**src/rtl/shifter.sv**
```systemverilog
// rtl/shifter.sv - registered logical barrel shifter with carry and zero flags
//
// Shifts an operand left or right by 0..WIDTH-1 positions, zero-filling
// vacated bits. The result, the last bit shifted out and a zero flag are
// captured in an output register on the edge where in_valid is high and
// held otherwise.
//
// Ports:
//   clk        system clock, rising edge
//   reset      asynchronous active-high reset, clears every output
//   in_valid   operand/direction/shift are valid this cycle
//   operand    value to shift
//   direction  1 = shift left, 0 = logical shift right
//   shift      unsigned shift amount
//   result     registered shifted value
//   out_valid  result/flags were loaded from a valid input on the last edge
//   carry_out  registered last bit shifted out, 0 when shift = 0
//   zero       registered flag, 1 when the registered result is 0

module shifter #(
  parameter int WIDTH   = 8,
  parameter int SHAMT_W = 3
) (
  input  logic               clk,
  input  logic               reset,
  input  logic               in_valid,
  input  logic [WIDTH-1:0]   operand,
  input  logic               direction,
  input  logic [SHAMT_W-1:0] shift,
  output logic [WIDTH-1:0]   result,
  output logic               out_valid,
  output logic               carry_out,
  output logic               zero
);

  function automatic logic [WIDTH-1:0] bit_rev(input logic [WIDTH-1:0] v);
    logic [WIDTH-1:0] r;
    r = '0;
    for (int i = 0; i < WIDTH; i++) begin
      r[i] = v[WIDTH-1-i];
    end
    return r;
  endfunction

  logic [WIDTH-1:0] pre_shift;
  logic [WIDTH-1:0] stage_val;
  logic             stage_carry;
  logic [WIDTH-1:0] shifted;

  logic [WIDTH-1:0] result_d, result_q;
  logic             out_valid_d, out_valid_q;
  logic             carry_out_d, carry_out_q;
  logic             zero_d, zero_q;

  // Left shifts reuse the right-shift barrel: reverse, shift right, reverse.
  // The bit that drops out of the right shifter at position s-1 of the
  // reversed word is operand[WIDTH-s], which is the left-shift carry.
  always_comb begin
    pre_shift   = direction ? bit_rev(operand) : operand;
    stage_val   = pre_shift;
    stage_carry = 1'b0;
    // One stage per shift bit (1, 2, 4, ...). The last active stage
    // determines the overall carry: its outgoing bit is the final bit lost.
    for (int k = 0; k < SHAMT_W; k++) begin
      if (shift[k]) begin
        stage_carry = stage_val[(1 << k) - 1];
        stage_val   = stage_val >> (1 << k);
      end
    end
    shifted = direction ? bit_rev(stage_val) : stage_val;
  end

  // in_valid gates every load so unknown direction/shift on idle cycles
  // never reaches the held outputs.
  always_comb begin
    result_d    = result_q;
    carry_out_d = carry_out_q;
    zero_d      = zero_q;
    out_valid_d = 1'b0;
    if (in_valid) begin
      result_d    = shifted;
      carry_out_d = stage_carry;
      zero_d      = (shifted == '0);
      out_valid_d = 1'b1;
    end
  end

  always_ff @(posedge clk or posedge reset) begin
    if (reset) begin
      result_q    <= '0;
      out_valid_q <= 1'b0;
      carry_out_q <= 1'b0;
      zero_q      <= 1'b0;
    end else begin
      result_q    <= result_d;
      out_valid_q <= out_valid_d;
      carry_out_q <= carry_out_d;
      zero_q      <= zero_d;
    end
  end

  assign result    = result_q;
  assign out_valid = out_valid_q;
  assign carry_out = carry_out_q;
  assign zero      = zero_q;

endmodule

```
**config.mk**
```make
export PLATFORM = sky130hd
export DESIGN_NAME = shifter
export DESIGN_NICKNAME = d
export VERILOG_FILES = /design/src/rtl/shifter.sv
export SDC_FILE = /design/constraint.sdc
export NUM_CORES = 1
export LEC_CHECK = 0
export CELL_PAD_IN_SITES_DETAIL_PLACEMENT = 0
export CELL_PAD_IN_SITES_GLOBAL_PLACEMENT = 2
export CORE_MARGIN = 2
export CORE_UTILIZATION = 29
export CTS_BUF_LIST = sky130_fd_sc_hd__clkbuf_2
export DETAILED_ROUTE_END_ITERATION = 12
export GPL_TIMING_DRIVEN = 0
export PLACE_DENSITY_LB_ADDON = 0.1
export SETUP_SLACK_MARGIN = 0.15
export SYNTH_ARGS = -nofsm -noshare
export SYNTH_HDL_FRONTEND = slang
export SYNTH_SLANG_ARGS = --single-unit
export TNS_END_PERCENT = 100
```
**constraint.sdc**
```tcl
create_clock -name clk -period 0.8 [get_ports clk]
set_input_delay 0.16 -clock clk [delete_from_list [all_inputs] [get_ports clk]]
set_output_delay 0.16 -clock clk [all_outputs]
set_load 0.01 [all_outputs]
```
==> summary.md <==
| Metric | Value |
|---|---|
| Critical path class | input pin to register |
| Violated checks | setup timing |
| Adder and majority cell fraction of the synthesized area | 0 |
| Iteration count of the initial detailed-routing pass | 4 |
| Post-route DRC | 0 |
| Main combinational cell family by area after synthesis | multiplexers |
| Class of the tightest hold or removal check | input pin to asynchronous set/reset pin |
| Count of placed standard cells including taps | 176 |
| Placer Congestion | between 0.8 and 0.9 |
| PwrDens | 1150 mW/mm^2 |
| Area growth from synthesis to layout | 76.2% |
| Cells taking the most area after synthesis | sky130_fd_sc_hd__dfrtp_1, sky130_fd_sc_hd__mux4_2, sky130_fd_sc_hd__mux2i_1, sky130_fd_sc_hd__a21oi_1, sky130_fd_sc_hd__mux2_2 |
| Total inserted antenna cells | 0 |
| Startpoint Class | input pin |
| First DRT Iteration DRCs | 61 |
| Fraction of post-synthesis cell area in the top cell type by area | 0.283 |
| Buffers added on ports | 23 |
| Fillers | between 300 and 400 |
| Horizontal die dimension | 61.9 um |
| Mux cell area share after synthesis | 0.248 |
| H-tree depth reported by CTS | 1 |
| Core Region | 0.00328 mm^2 |
| Aggregate negative setup slack | -7290 ps |
| Post-Synthesis Net Count | about 120 |
| Sequential share of the synthesized area | 0.283 |
| Depth of the most critical reg-to-reg path | 4 |
| Worst hold slack after final layout | approximately 190 ps |
| CTS Root Cell | sky130_fd_sc_hd__clkbuf_2 |
| Area share of xor/xnor cells in the synthesized design | 0.00900 |
| Count of nets left with antenna violations after detail routing | 0 |
| Compound-cell area share of the yosys netlist | 0.210 |
| Portion of the clock cycle consumed by the worst path in the final layout | 2.12 |
| Core utilization of the finished layout | 0.522 |
| Most frequent standard cell in the layout excluding fill and tap cells | sky130_fd_sc_hd__buf_4 |
| Arrival time at the worst endpoint | 1860 ps |
| Number of ports placed on the die boundary | 26 |
| Cell Area, Synth | around 1000 um^2 |
| Unrepaired setup endpoints after global routing | yes |
| Worst r2r dst | result[1] |
| WL/cell | 15.6 um |
| Global router's overall resource usage | 0.162 |
| Time the worst path needs with I/O delays and setup | 1700 ps |
| Final setup margin | -896 ps |
| Largest net degree at the start of global routing | 12 |
| Worst Tran Pin Value | 512 ps |
| Layout cell share with drive strength beyond 1 | 0.583 |
| Average cell area after synthesis | 9.10 um^2 |
| Total number of vias | 1086 |
| Reported leakage power | 0.767 nW |
| Ratio of routed vias to standard cells | slightly above 5 |
| Top library cells by usage in the layout, fill and taps aside | sky130_fd_sc_hd__buf_4, sky130_fd_sc_hd__buf_6, sky130_fd_sc_hd__buf_2 |
| Endpoint kind of the worst setup timing path | register |
| Count of flip-flops with a built-in enable after synthesis | 0 |
| Die extent in y | 61.9 um |
| Highest clock rate | 590 MHz |
| Yosys synthesis warning count | 0 |
| Share of synthesized flip-flops with an asynchronous set or reset | 1.00 |
| Clock buffers created by TritonCTS | 3 |
| Total half-perimeter wirelength after legalization and detailed placement | 1.98 mm |
| # nets final | 179 |
| Global-route wire length before repair | 4.60 mm |
| Row cnt | 21 |
| Worst skew pair latency | 260 ps |
| CTS tree | done |
| Netlist cell types | 36 |
| Synth Flop Type | sky130_fd_sc_hd__dfrtp_1 |
| Deepest clock path buffer count | 2 |
| Total detailed-routing wirelength | between 3 and 4 mm |
| Relative slew slack | 0.658 |
| Setup-failing EPs final | 21 |
| Clock sink total | 11 |
| Critical R2R Launch | result[1] |
| Antenna violations before repair | 0 |
| Worst Path Max Fanout | 5 |
| Number of slew-limit violations in the final report | 0 |
| IR drop worst, VDD | about 0.00063 V |
| Critical path data required time | 960 ps |
| Fin. Hold Viols | 0 |
| Non-filler cells in the finished layout | 209 |
| Fraction of the mapped netlist area in simple logic gates | 0.174 |
| Clock transition at path regs | approximately 110 ps |
| Run status | finished, violations left |
| Number of global-route vias before repair | about 960 |
| Register-to-Register Setup Slack | -60 ps |
| Max Clock Skew | 0 ps |
| Library cell with the largest summed area after synthesis | sky130_fd_sc_hd__dfrtp_1 |
| Total Die Area | 0.00384 mm^2 |
| Synthesized instance count | 107 |
| Sum of overflow across all layers after global routing | 0 |
| Overall power after layout | 1.97 mW |
| Number of max-cap violations | 0 |
| Register bit count reported by yosys | 11 |
| Initial Util | 0.296 |
-- cell usage after synthesis (all sizes together), types with 4 or more instances --
master   n
buf      4
nand2b   4
nand3    4
mux4     6
a31oi    5
o21ai    5
mux2     5
nand2    7
clkbuf   4
dfrtp   11
a21oi    9
mux2i    5
nor2     9
inv      7
-- flip-flops by register name, summed over array words and instances (netlist names) --
signal / flops
result: 8
carry_out: 1
out_valid: 1
zero: 1
-- worst max-delay path by stage --
stage                         start  depth (start not counted)  endpoint
final                     direction                          6      zero
after global routing      direction                          6      zero
after global placement     shift[1]                          7      zero
after detailed placement   shift[1]                          7      zero
after floorplan           direction                          6      zero
after CTS                  shift[0]                          6      zero
-- critical path, stage by stage --
cell                      delay (ps)
sky130_fd_sc_hd__buf_12           90
sky130_fd_sc_hd__mux4_2          510
sky130_fd_sc_hd__a22o_1          260
sky130_fd_sc_hd__a31o_2          230
sky130_fd_sc_hd__or3_4           340
sky130_fd_sc_hd__o41ai_2         260
-- where the power goes --
group | switching, mW | leakage (nW) | internal [mW] | total [mW]
registers | 0.0282 | 0.133 | 0.619 | 0.647
clock network | 0.183 | 0.0166 | 0.133 | 0.316
logic | 0.447 | 0.617 | 0.557 | 1.00
total | 0.658 | 0.767 | 1.31 | 1.97
-- layout make-up --
class	instances	area, um^2	area share
Sequential cell	11	275	0.160
Clock buffer	4	20.0	0.0117
Inverter	7	30.0	0.0175
Timing Repair Buffer	52	454	0.265
Multi-Input combinational cell	81	776	0.452
Buffer	8	103	0.0598
Tap cell	46	57.6	0.0336
-- layer usage --
layer	up-vias	routed length, um	share of wire	track usage
li1	518	-	-	-
met1	527	1410	0.43	0.223
met2	41	1660	0.51	0.263
met3	0	186	0.057	0.0435
met4	0	0	0	0.0182
met5	-	0	0	0
-- cells by family after synthesis --
logic type	Yosys count
compound gates	30
xor+xnor	1
buf+inv	15
flops	11
mux	16
simple gates	34
-- metrics by stage --
step	cell area [um^2]	setup slack (ps)
2_1_floorplan	1000	-1060
3_3_place_gp	1290	-1600
3_5_place_dp	1290	-1610
4_1_cts	1400	-883
5_1_grt	1720	-891
6_report	1720	-896
-- what timing repair did --
action                     CTS  global route
setup endpoints to repair   21            21
pin swaps                    4            16
hold buffers                 0             0
resized for setup          115            32
cloned                       1             2
hold endpoints to repair     0             0
buffers inserted             8            18
(Power assumes the default switching activity.)
